## src/rtl/fetch_pc_unit_if.sv

```systemverilog
// Fetch-stage signal bundle shared by the control/datapath side (master) and
// fetch_pc_unit (slave).
interface fetch_pc_unit_if #(
  parameter int PC_W = 64
);
  logic            stall;
  logic [31:0]     instruction;
  logic            UBranch;
  logic            Branch;
  logic            alu_zero;
  logic            alu_negative;
  logic            alu_carry;
  logic            alu_overflow;
  logic [PC_W-1:0] pc;
  logic [10:0]     opcode;
  logic            flag_n;
  logic            flag_z;
  logic            flag_c;
  logic            flag_v;
  logic            branch_taken;

  modport master (
    output stall, instruction, UBranch, Branch,
           alu_zero, alu_negative, alu_carry, alu_overflow,
    input  pc, opcode, flag_n, flag_z, flag_c, flag_v, branch_taken
  );

  modport slave (
    input  stall, instruction, UBranch, Branch,
           alu_zero, alu_negative, alu_carry, alu_overflow,
    output pc, opcode, flag_n, flag_z, flag_c, flag_v, branch_taken
  );
endinterface

```

## src/rtl/fetch_pc_unit.sv

```systemverilog
// LEGv8 fetch stage: program counter, next-PC resolution for B/CBZ/B.LT and
// the architectural NZCV flags register written by ADDS/SUBS.
module fetch_pc_unit #(
  parameter int              PC_W     = 64,
  parameter logic [PC_W-1:0] RESET_PC = '0
) (
  input logic             clk,
  input logic             reset,
  fetch_pc_unit_if.slave  bus
);

  localparam logic [7:0]  CBZ_OP   = 8'b1011_0100;
  localparam logic [7:0]  BCOND_OP = 8'b0101_0100;
  localparam logic [4:0]  COND_LT  = 5'b01011;
  localparam logic [10:0] OP_ADDS  = 11'b101_0101_1000;
  localparam logic [10:0] OP_SUBS  = 11'b111_0101_1000;

  typedef struct packed {
    logic n;
    logic z;
    logic c;
    logic v;
  } nzcv_t;

  logic [PC_W-1:0] pc_q, pc_d;
  nzcv_t           flags_q, flags_d;

  logic [PC_W-1:0] br_off;
  logic [PC_W-1:0] cond_off;
  logic            is_cbz;
  logic            is_bcond_lt;
  logic            cond_taken;
  logic            set_flags;

  // Decode and immediates
  assign bus.opcode = bus.instruction[31:21];

  assign br_off   = {{(PC_W-28){bus.instruction[25]}}, bus.instruction[25:0], 2'b00};
  assign cond_off = {{(PC_W-21){bus.instruction[23]}}, bus.instruction[23:5], 2'b00};

  assign is_cbz      = (bus.instruction[31:24] == CBZ_OP);
  assign is_bcond_lt = (bus.instruction[31:24] == BCOND_OP) &&
                       (bus.instruction[4:0] == COND_LT);

  // B.LT uses the registered flags, so a flag-setting instruction is seen by
  // the branch that follows it, never by itself.
  assign cond_taken = bus.Branch &&
                      ((is_cbz && bus.alu_zero) ||
                       (is_bcond_lt && (flags_q.n != flags_q.v)));

  assign set_flags = (bus.opcode == OP_ADDS) || (bus.opcode == OP_SUBS);

  assign bus.branch_taken = bus.UBranch || cond_taken;

  // Next-state logic
  always_comb begin
    // NOTE: every combinational output gets a default first so no path can
    // leave it unassigned and infer a latch.
    pc_d    = pc_q + PC_W'(4);
    flags_d = flags_q;

    if (bus.UBranch) begin
      pc_d = pc_q + br_off;
    end else if (cond_taken) begin
      pc_d = pc_q + cond_off;
    end

    if (set_flags) begin
      flags_d = '{n: bus.alu_negative, z: bus.alu_zero,
                  c: bus.alu_carry,    v: bus.alu_overflow};
    end
  end

  always_ff @(posedge clk) begin
    // NOTE: sequential state uses non-blocking assignments so every register
    // samples pre-edge values regardless of statement order.
    if (reset) begin
      pc_q    <= RESET_PC;
      flags_q <= '0;
    end else if (!bus.stall) begin
      pc_q    <= pc_d;
      flags_q <= flags_d;
    end
  end

  assign bus.pc     = pc_q;
  assign bus.flag_n = flags_q.n;
  assign bus.flag_z = flags_q.z;
  assign bus.flag_c = flags_q.c;
  assign bus.flag_v = flags_q.v;

endmodule

```

## src/flat_wrapper.sv

```systemverilog
// flat-port wrapper written by rule: the top's interface ports become plain ports
module fetch_pc_unit_flat 
#(
  parameter int              PC_W     = 64,
  parameter logic [PC_W-1:0] RESET_PC = '0
)
  (clk, reset, bus_stall, bus_instruction, bus_UBranch, bus_Branch, bus_alu_zero, bus_alu_negative, bus_alu_carry, bus_alu_overflow, bus_pc, bus_opcode, bus_flag_n, bus_flag_z, bus_flag_c, bus_flag_v, bus_branch_taken);
  fetch_pc_unit_if #(.PC_W(PC_W)) bus_i ();
  input logic clk;
  input logic reset;
  input wire logic [$bits(bus_i.stall)-1:0] bus_stall;
  input wire logic [$bits(bus_i.instruction)-1:0] bus_instruction;
  input wire logic [$bits(bus_i.UBranch)-1:0] bus_UBranch;
  input wire logic [$bits(bus_i.Branch)-1:0] bus_Branch;
  input wire logic [$bits(bus_i.alu_zero)-1:0] bus_alu_zero;
  input wire logic [$bits(bus_i.alu_negative)-1:0] bus_alu_negative;
  input wire logic [$bits(bus_i.alu_carry)-1:0] bus_alu_carry;
  input wire logic [$bits(bus_i.alu_overflow)-1:0] bus_alu_overflow;
  output wire logic [$bits(bus_i.pc)-1:0] bus_pc;
  output wire logic [$bits(bus_i.opcode)-1:0] bus_opcode;
  output wire logic [$bits(bus_i.flag_n)-1:0] bus_flag_n;
  output wire logic [$bits(bus_i.flag_z)-1:0] bus_flag_z;
  output wire logic [$bits(bus_i.flag_c)-1:0] bus_flag_c;
  output wire logic [$bits(bus_i.flag_v)-1:0] bus_flag_v;
  output wire logic [$bits(bus_i.branch_taken)-1:0] bus_branch_taken;
  assign bus_i.stall = bus_stall;
  assign bus_i.instruction = bus_instruction;
  assign bus_i.UBranch = bus_UBranch;
  assign bus_i.Branch = bus_Branch;
  assign bus_i.alu_zero = bus_alu_zero;
  assign bus_i.alu_negative = bus_alu_negative;
  assign bus_i.alu_carry = bus_alu_carry;
  assign bus_i.alu_overflow = bus_alu_overflow;
  assign bus_pc = bus_i.pc;
  assign bus_opcode = bus_i.opcode;
  assign bus_flag_n = bus_i.flag_n;
  assign bus_flag_z = bus_i.flag_z;
  assign bus_flag_c = bus_i.flag_c;
  assign bus_flag_v = bus_i.flag_v;
  assign bus_branch_taken = bus_i.branch_taken;
  fetch_pc_unit #(.PC_W(PC_W), .RESET_PC(RESET_PC)) u_core (.clk(clk), .reset(reset), .bus(bus_i));
endmodule
```

## config.mk

```make
export PLATFORM = sky130hd
export DESIGN_NAME = fetch_pc_unit_flat
export DESIGN_NICKNAME = d
export VERILOG_FILES = /design/src/rtl/fetch_pc_unit_if.sv /design/src/rtl/fetch_pc_unit.sv /design/src/flat_wrapper.sv
export SDC_FILE = /design/constraint.sdc
export NUM_CORES = 1
export LEC_CHECK = 0
export ABC_CLOCK_PERIOD_IN_PS = 10100
export CORE_UTILIZATION = 38
export CTS_BUF_LIST = sky130_fd_sc_hd__clkbuf_16
export DETAILED_ROUTE_END_ITERATION = 10
export PLACE_DENSITY_LB_ADDON = 0.1
export SKIP_CTS_REPAIR_TIMING = 1
export SLEW_MARGIN = 20
export SYNTH_ARGS = -nofsm -noshare
export SYNTH_HDL_FRONTEND = slang
export SYNTH_SLANG_ARGS = --single-unit
```

## constraint.sdc

```tcl
create_clock -name clk -period 10.1 [get_ports clk]
set_input_delay 1.01 -clock clk [delete_from_list [all_inputs] [get_ports clk]]
set_output_delay 1.01 -clock clk [all_outputs]
set_load 0.05 [all_outputs]
```

======== Yosys cells after proc, flatten, opt, wreduce, memory -nomap -nowiden ========
Cells that the tools add are included.
Widths: inputs -> output; s select.
cells by class
  bitwise logic cells ..................... 1
  add/subtract/negate cells ............... 3
  mux-type cells .......................... 2
  reduce and logical (&&, ||, !) cells .... 8
  equal/unequal tests ..................... 6
operators with widths
  operator               count
  $add 64x64->64         2
  $mux 64                2
  $add 64x3->64 const B  1
  $eq 11x11->1 const B   2
  $eq 8x7->1 const B     1
  $eq 8x8->1 const B     1
  $eq 5x4->1 const B     1
  $logic_and 1x1->1      4
  $logic_or 1x1->1       3
  $reduce_and 2->1       1
  $ne 1x1->1             1
  $not 1->1              1
word-level totals
  input port bits ......................... 41
  word-level logic and storage cells ...... 25
  bits in registers ....................... 68
  output and inout port bits .............. 80

======== Longest topological paths before layout ========
Gate-level depths: netlist (run 1).
  depth in word-level cells ............... 7
  mapped depth ............................ 19
  depth with buffers taken out ............ 18

======== Worst setup path before layout (run 1) ========
Ideal clock, no wire load.
  path kind ............................... input-to-reg
  start point ............................. input port bus_instruction[29]
  end point ............................... register u_core.pc_q[62] (netlist: u_core.bus.pc[62])
  stages .................................. 19
  path buffers ............................ 1
  arrival ................................. 6.416 ns
  setup time .............................. 0.117 ns
  slack ................................... 3.567 ns
  data required time ...................... 9.983 ns
  cell sequence ........................... nor4b_1 -> nand4_1 -> o32ai_1 -> a41oi_2 -> inv_1 -> o21ai_1 -> a21oi_1 -> ha_1 -> buf_2 -> a2111oi_0 -> o221ai_1 -> nand2_1 -> and3_1 -> a21oi_4 -> a221oi_4 -> o221ai_2 -> o21ai_2 -> xnor2_1 -> a22o_1
on the way
  longest elaborated chain between the ends .. 7
  elaborated cells on any way between the ends .. 9
  classes of those cells .................. eq/ne (2); mux (2); reduce/logical (5)
RTL lines
  element                 line                 source
  start: declaration      flat_wrapper.sv:12   input wire logic [$bits(bus_i.instruction)-1:0] bus_instruction;
  $eq 8x7->1              fetch_pc_unit.sv:42  assign is_bcond_lt = (bus.instruction[31:24] == BCOND_OP) &&
  $logic_and 1x1->1       fetch_pc_unit.sv:42
  $logic_and 1x1->1       fetch_pc_unit.sv:49  (is_bcond_lt && (flags_q.n != flags_q.v)));
  $logic_or 1x1->1 *      fetch_pc_unit.sv:48  ((is_cbz && bus.alu_zero) ||
  $logic_and 1x1->1 *     fetch_pc_unit.sv:47  assign cond_taken = bus.Branch &&
  $mux 64 *               fetch_pc_unit.sv:64  end else if (cond_taken) begin
  $mux 64 *               fetch_pc_unit.sv:62  if (bus.UBranch) begin
  end signal: assignment  fetch_pc_unit.sv:81  pc_q <= pc_d;
  end: declaration        fetch_pc_unit.sv:25  logic [PC_W-1:0] pc_q, pc_d;
Mark *: on every way between the ends. The rest lies on a longest branch, timed or not.
A chain may end at the register's enable or synchronous reset.

======== Worst setup path after layout (run 1) ========
  start point ............................. input port bus_instruction[29]
  end point ............................... register u_core.pc_q[63] (netlist: u_core.bus.pc[63])
Same word-level chain as after synthesis.

==> reports/metrics.cfg, run 1 <==
[timing]
min_period_ns=6.05
hold_violations=0
max-slew-margin-rel=0.462
skew_ns=0.00848
tightestPinTransition_ns=0.807
rsz0062_at_grt=no
final-setup-viol-count=0
tns_ns=0
fmaxAchievable_mhz=165
whs_ns=0.469
period_share=0.599
report.final.slew_viol_count=0

[finish]
n_antenna_cell=0
fin_util=0.481
fin_nets=1076
mostFrequentLayoutCells=nor2_1, a21oi_1, clkdlybuf4s50_1, nand2_1, dfxtp_1
area_growth_pct=22.1
final_common_cell=nor2_1
fin_cells=1198
drive_above_1_share=0.0481

[yosys]
synth_top_cells_by_area=dfxtp_1, ha_1, a21oi_1, nor2_1, xnor2_1
synth_top_area_share=0.199
synth-simple-area-share=0.217
synth-compound-area-share=0.287
async_flop_share=0
ys_ff_latch=66
synth.area.mux_share=0.0393
synth_top_area_cell=dfxtp_1
synthFlopType=dfxtp_1
avgSynthCellArea_sq_um=7.34
synth_cell_type_count=73
yosysWarnings=0
synth_cells=903
synth_top_family_by_area=compound AO/OA/AOI/OAI gates
synth_area_sq_um=6620
synth-edff-count=0
ys_seq_area_frac=0.199
synth_xor_xnor_area_share=0.0714
synthAdderAreaFrac=0.118

[power_and_ir_drop]
powerDensity_nw_per_um2=135
power_frac_clock=0.315
peakVddDrop_mv=0.0834
switching_share=0.397
seqPwrFrac=0.280
cellInternalPower_mw=0.659
total_power_mw=1.09
p_leak_nw=3.36
power_switching_mw=0.433
pwr-share-comb=0.405

[cts]
root_buffer=clkbuf_16
cts_htree_levels=3
path_clk_slew_ns=0.06
cts.sinks=66
worstSkewPairLatency_ns=0.35
cts_inserted_buffers=9
clockBufferDepth=2
cts_tree=yes

[global_routing]
met3_usage=0.0355
grt_pass1_vias=6146
grt_max_degree=71
grt_pass1_wl_microns=31500
met2_usage=0.354
overflow=0
antenna_found_initial=0
grt.met1_usage=0.303
busiest_layer=met2
track_usage=0.219

[outcome]
outcome=complete, no violations

[placement]
dpl.hpwl_microns=15100
place.gp.congestion=0.892
portBuffers=118
dp_cells=1182

[route]
num_vias=6553
wl_per_cell_microns=16.4
drtIter0Drc=445
routed_wl_microns=19700
antenna_left=0
drc=0
vias_per_cell=5.47
first_pass_iters=4

[floorplan]
start_util=0.394
dieHeight_microns=134
core_area_sq_um=16800
fp-row-count=47
io_pins=121
die_area_sq_um=18000
die_width_microns=134

[setup_path]
cp.arrival_ns=6.33
criticalPathCategory=primary input to flip-flop
cp.required_ns=10.38
cp_max_fo=37
cp-end-kind=flip-flop
start_kind=primary input

[hold_path]
hp-class=flip-flop to flip-flop

[job]
cap_violations=0

[logic make-up after synthesis]
family                     after synthesis
xor gates and xnor gates                54
other                                    1
buffers and inverters                   92
muxes                                   26
and+or+nand+nor                        308
DFF                                     66
AOI/OAI and AO/OA                      294
adders and majority gates               62
[per-layer routing]
layer  share of wire  up-vias
met1            0.49     3000
met4           0.011        0
li1                -     3389
met2            0.46      148
met5               0        -
met3           0.042       16
[path summary, 6_finish.rpt]
check / endpoint / from / slack (ns) / cells past startpoint
worst max-delay path: u_core.bus.pc[63]$_SDFFE_PP0N_ / bus_instruction[29] / 4.05 / 19
worst min-delay path: u_core.bus.pc[58]$_SDFFE_PP0N_ / u_core.bus.pc[58]$_SDFFE_PP0N_ / 0.47 / 2
worst max register to register: u_core.bus.pc[63]$_SDFFE_PP0N_ / u_core.bus.flag_v$_SDFFE_PP0P_ / 5.04 / 17
worst min register to register: u_core.bus.pc[58]$_SDFFE_PP0N_ / u_core.bus.pc[58]$_SDFFE_PP0N_ / 0.47 / 2
[critical path: stages]
cell	delay, ns
clkdlybuf4s50_1	0.44
nor4b_1	0.36
nand4_1	0.14
o32ai_1	0.18
a41oi_2	0.48
inv_1	0.25
o21ai_1	0.23
a21oi_4	0.17
buf_4	0.41
ha_1	0.39
a21oi_1	0.15
o21ba_2	0.24
a2111oi_0	0.63
o21ai_2	0.20
a21oi_4	0.22
a31oi_1	0.14
xor2_1	0.16
or3_1	0.32
a21oi_1	0.16
[registers in the layout, indices dropped and copies added, names as in the netlist]
signal             flops
u_core.bus.flag_z      1
u_core.bus.flag_c      1
u_core.bus.flag_n      1
u_core.bus.flag_v      1
u_core.bus.pc         62
[cell usage after synthesis, types with 9 or more instances]
cell and n:
a21o_1 29, clkbuf_1 31, nand2_1 71, a21oi_1 120
o21ai_0 44, ha_1 61, inv_1 28, nor3_1 9
mux2i_1 26, nor2b_1 10, buf_4 21, nor2_1 132
dfxtp_1 66, a211oi_1 10, xor2_1 20, o21bai_1 17
nand4_1 25, buf_2 9, xnor2_1 34, o21ai_1 10
nand3_1 17
[power groups by stage]
stage | Combinational [mW] | Sequential [mW] | Clock (mW)
final | 0.443 | 0.305 | 0.344
after global routing | 0.480 | 0.309 | 0.363
after CTS | 0.442 | 0.306 | 0.350
after detailed placement | 0.440 | 0.311 | 0
after global placement | 0.441 | 0.312 | 0
after floorplan | 0.249 | 0.383 | 0
[final cells by class]
class,count,area (sq um)
fill,1741,8730
multi-input combinational,746,4870
sequential,66,1320
timing repair buffer,122,1200
tap,220,275
clock buffer,9,225
inverter,28,105
clock inverter,7,85.1
[stage by stage]
step	worst slack, ns	cell area, sq um
2_1_floorplan	3.57	6630
3_3_place_gp	3.90	7780
3_5_place_dp	3.75	7780
4_1_cts	4.05	8090
5_1_grt	3.50	8090
6_report	4.05	8090
Power figures use the tool's default switching activity.
==> run 2, diff against run 1 <==
- ABC_CLOCK_PERIOD_IN_PS: 10100 -> 5500
- clock period: 10.1 -> 5.5 ns (I/O delays scaled with it)
==> reports/metrics.cfg, run 2 (synthesis results as in run 1) <==
[global_routing]
grt_max_degree=72  ; +1.4%
antenna_found_initial=0  ; unchanged
overflow=0  ; unchanged
grt_pass1_wl_microns=31500  ; about the same
grt_pass1_vias=6091  ; -0.89%
track_usage=0.219  ; about the same

[setup_path]
cp_max_fo=13  ; -65%
crit_family=compound AO/OA/AOI/OAI gates
r2r_start=u_core.bus.flag_v$_SDFFE_PP0P_
r2r_end=u_core.bus.pc[56]$_SDFFE_PP0N_
cp.depth=19  ; unchanged
path_buf_inv=2  ; -1
path_cells=clkdlybuf4s50_1, nor4b_1, nand4_1, o32ai_1, a41oi_2, inv_1, o21ai_1, a21oi_4, ha_1, a2111oi_0, o221ai_1, nand2_1, and3_1, a21oi_4, a221oi_4, o221ai_2, a21boi_1, xor2_1, o21ai_1
max_stage_delay_ns=0.49  ; -0.14 ns
cp-end-kind=flip-flop
r2r_setup_slack_ns=1.26  ; -3.78 ns
criticalPathCategory=primary input to flip-flop
startpoint=bus_instruction[29]
cp.arrival_ns=5.10  ; -1.23 ns
cp.required_ns=5.73  ; -4.65 ns
start_kind=primary input
rr_worst_depth=17  ; unchanged
crit_path_top_delay_cell=a21oi_4
cp-endpoint=u_core.bus.pc[58]$_SDFFE_PP0N_

[timing]
report.final.slew_viol_count=0  ; unchanged
max-slew-margin-rel=0.543  ; +0.0808
final-setup-viol-count=0  ; unchanged
tightestPinTransition_ns=0.686  ; -0.121 ns
min_period_ns=4.87
tns_ns=0  ; unchanged
period_share=0.886
hold_violations=0  ; unchanged
whs_ns=0.473  ; +0.00383 ns
fmaxAchievable_mhz=205
rsz0062_at_grt=no
skew_ns=0.00863  ; +0.000144 ns
fin_ws_ns=0.630  ; -3.42 ns

[cts]
root_buffer=clkbuf_16
cts_tree=yes
worstSkewPairLatency_ns=0.35  ; about the same
path_clk_slew_ns=0.06  ; about the same
cts.sinks=66  ; unchanged
clockBufferDepth=2  ; unchanged
cts_inserted_buffers=9  ; unchanged
cts_htree_levels=3  ; unchanged

[outcome]
outcome=complete, no violations

[placement]
portBuffers=118  ; unchanged
place_ws_ns=0.327  ; -3.43 ns
place.gp.congestion=0.948  ; +6.2%
dpl.hpwl_microns=15300  ; +1.4%
placed_area_sq_um=7830  ; +0.68%

[finish]
mostFrequentLayoutCells=nor2_1, a21oi_1, clkdlybuf4s50_1, nand2_1, dfxtp_1
largest_register_ffs=62  ; unchanged
n_antenna_cell=0  ; unchanged
final_cell_area_sq_um=8110  ; +0.23%
fin_nets=1083  ; +0.65%
area_growth_pct=22.4
final_common_cell=nor2_1
drive_above_1_share=0.0528  ; +0.00479

[floorplan]
core_area_sq_um=16800  ; unchanged
die_width_microns=134  ; unchanged
die_area_sq_um=18000  ; unchanged
io_pins=121  ; unchanged
dieHeight_microns=134  ; unchanged
fp-row-count=47  ; unchanged
start_util=0.394  ; unchanged

[route]
drc=0  ; unchanged
wl_per_cell_microns=16.3  ; -0.70%
drtIter0Drc=383  ; -14%
vias_per_cell=5.50  ; +0.59%
first_pass_iters=7  ; +3
routed_wl_microns=19700  ; -0.20%
antenna_left=0  ; unchanged
num_vias=6625  ; +1.1%

[power_and_ir_drop]
powerDensity_nw_per_um2=241  ; +78%
peakVddDrop_mv=0.161  ; +93%
p_leak_nw=3.39  ; +0.76%

[hold_path]
hp-class=flip-flop to flip-flop
whs_path_depth=2  ; unchanged

[job]
cap_violations=0  ; unchanged

[run 2: cell types whose count changed in the layout (fill, tap and decap cells not counted), sizes merged]
cell,previous run,this run
clkinvlp,1,0
buf,6,13
bufinv,2,1
inv,29,30
[run 2: final cells by class]
cell class	count	area (sq um)
Tap cell	220	275
Fill cell	1765	8710
Sequential cell	66	1320
Clock inverter	6	51.3
Multi-Input combinational cell	746	4870
Clock buffer	9	225
Timing Repair Buffer	129	1260
Inverter	28	105
[run 2: routing by layer]
| layer | routed length, microns | vias up | track usage |
|---|---|---|---|
| li1 | - | 3393 | - |
| met5 | 0 | - | 0 |
| met2 | 8670 | 157 | 0.344 |
| met3 | 772 | 20 | 0.0249 |
| met1 | 9910 | 3055 | 0.311 |
| met4 | 300 | 0 | 0.0737 |
[run 2: power breakdown]
| part | switching (mW) | internal [mW] |
|---|---|---|
| logic | 0.518 | 0.301 |
| clock network | 0.231 | 0.342 |
| registers | 0.0398 | 0.521 |
| total | 0.789 | 1.16 |
[run 2: stage by stage]
step,power [mW],instances,utilization
after floorplan,1.16,904,-
after global placement,1.39,1189,0.466
after detailed placement,1.38,1189,0.466
after CTS,1.97,1204,0.482
after global routing,2.06,1204,0.482
final,1.95,1204,0.482
[run 2: worst reg2reg max path: cells and delay by family (launching register included)]
family                   cells  cell delay [ns]
AO/OA/AOI/OAI               12             2.61
adder cells (fa/ha/maj)      1             0.42
AND/OR/NAND/NOR              1             0.37
flip-flops                   1             0.36
XOR/XNOR                     2             0.27
buffers and inverters        1             0.10
[run 2: how the worst min path moves through the flow]
stage	from	end
2_1_floorplan	u_core.bus.pc[58]$_SDFFE_PP0N_	u_core.bus.pc[58]$_SDFFE_PP0N_
5_1_grt	u_core.bus.pc[58]$_SDFFE_PP0N_	u_core.bus.pc[58]$_SDFFE_PP0N_
4_1_cts	u_core.bus.pc[58]$_SDFFE_PP0N_	u_core.bus.pc[58]$_SDFFE_PP0N_
3_5_place_dp	u_core.bus.pc[58]$_SDFFE_PP0N_	u_core.bus.pc[58]$_SDFFE_PP0N_
3_3_place_gp	u_core.bus.pc[58]$_SDFFE_PP0N_	u_core.bus.pc[58]$_SDFFE_PP0N_
6_report	u_core.bus.pc[58]$_SDFFE_PP0N_	u_core.bus.pc[58]$_SDFFE_PP0N_
==> run 3, diff against run 2 <==
--- a/constraint.sdc
+++ b/constraint.sdc
@@ -3,2 +3,2 @@
 set_output_delay 0.55 -clock clk [all_outputs]
-set_load 0.05 [all_outputs]
+set_load 0.02 [all_outputs]
==> results of run 3 <==
The final DEF is identical to that of run 2. Status: complete, no violations.
Among the figures that moved: total power 1.95 mW -> 1.85 mW
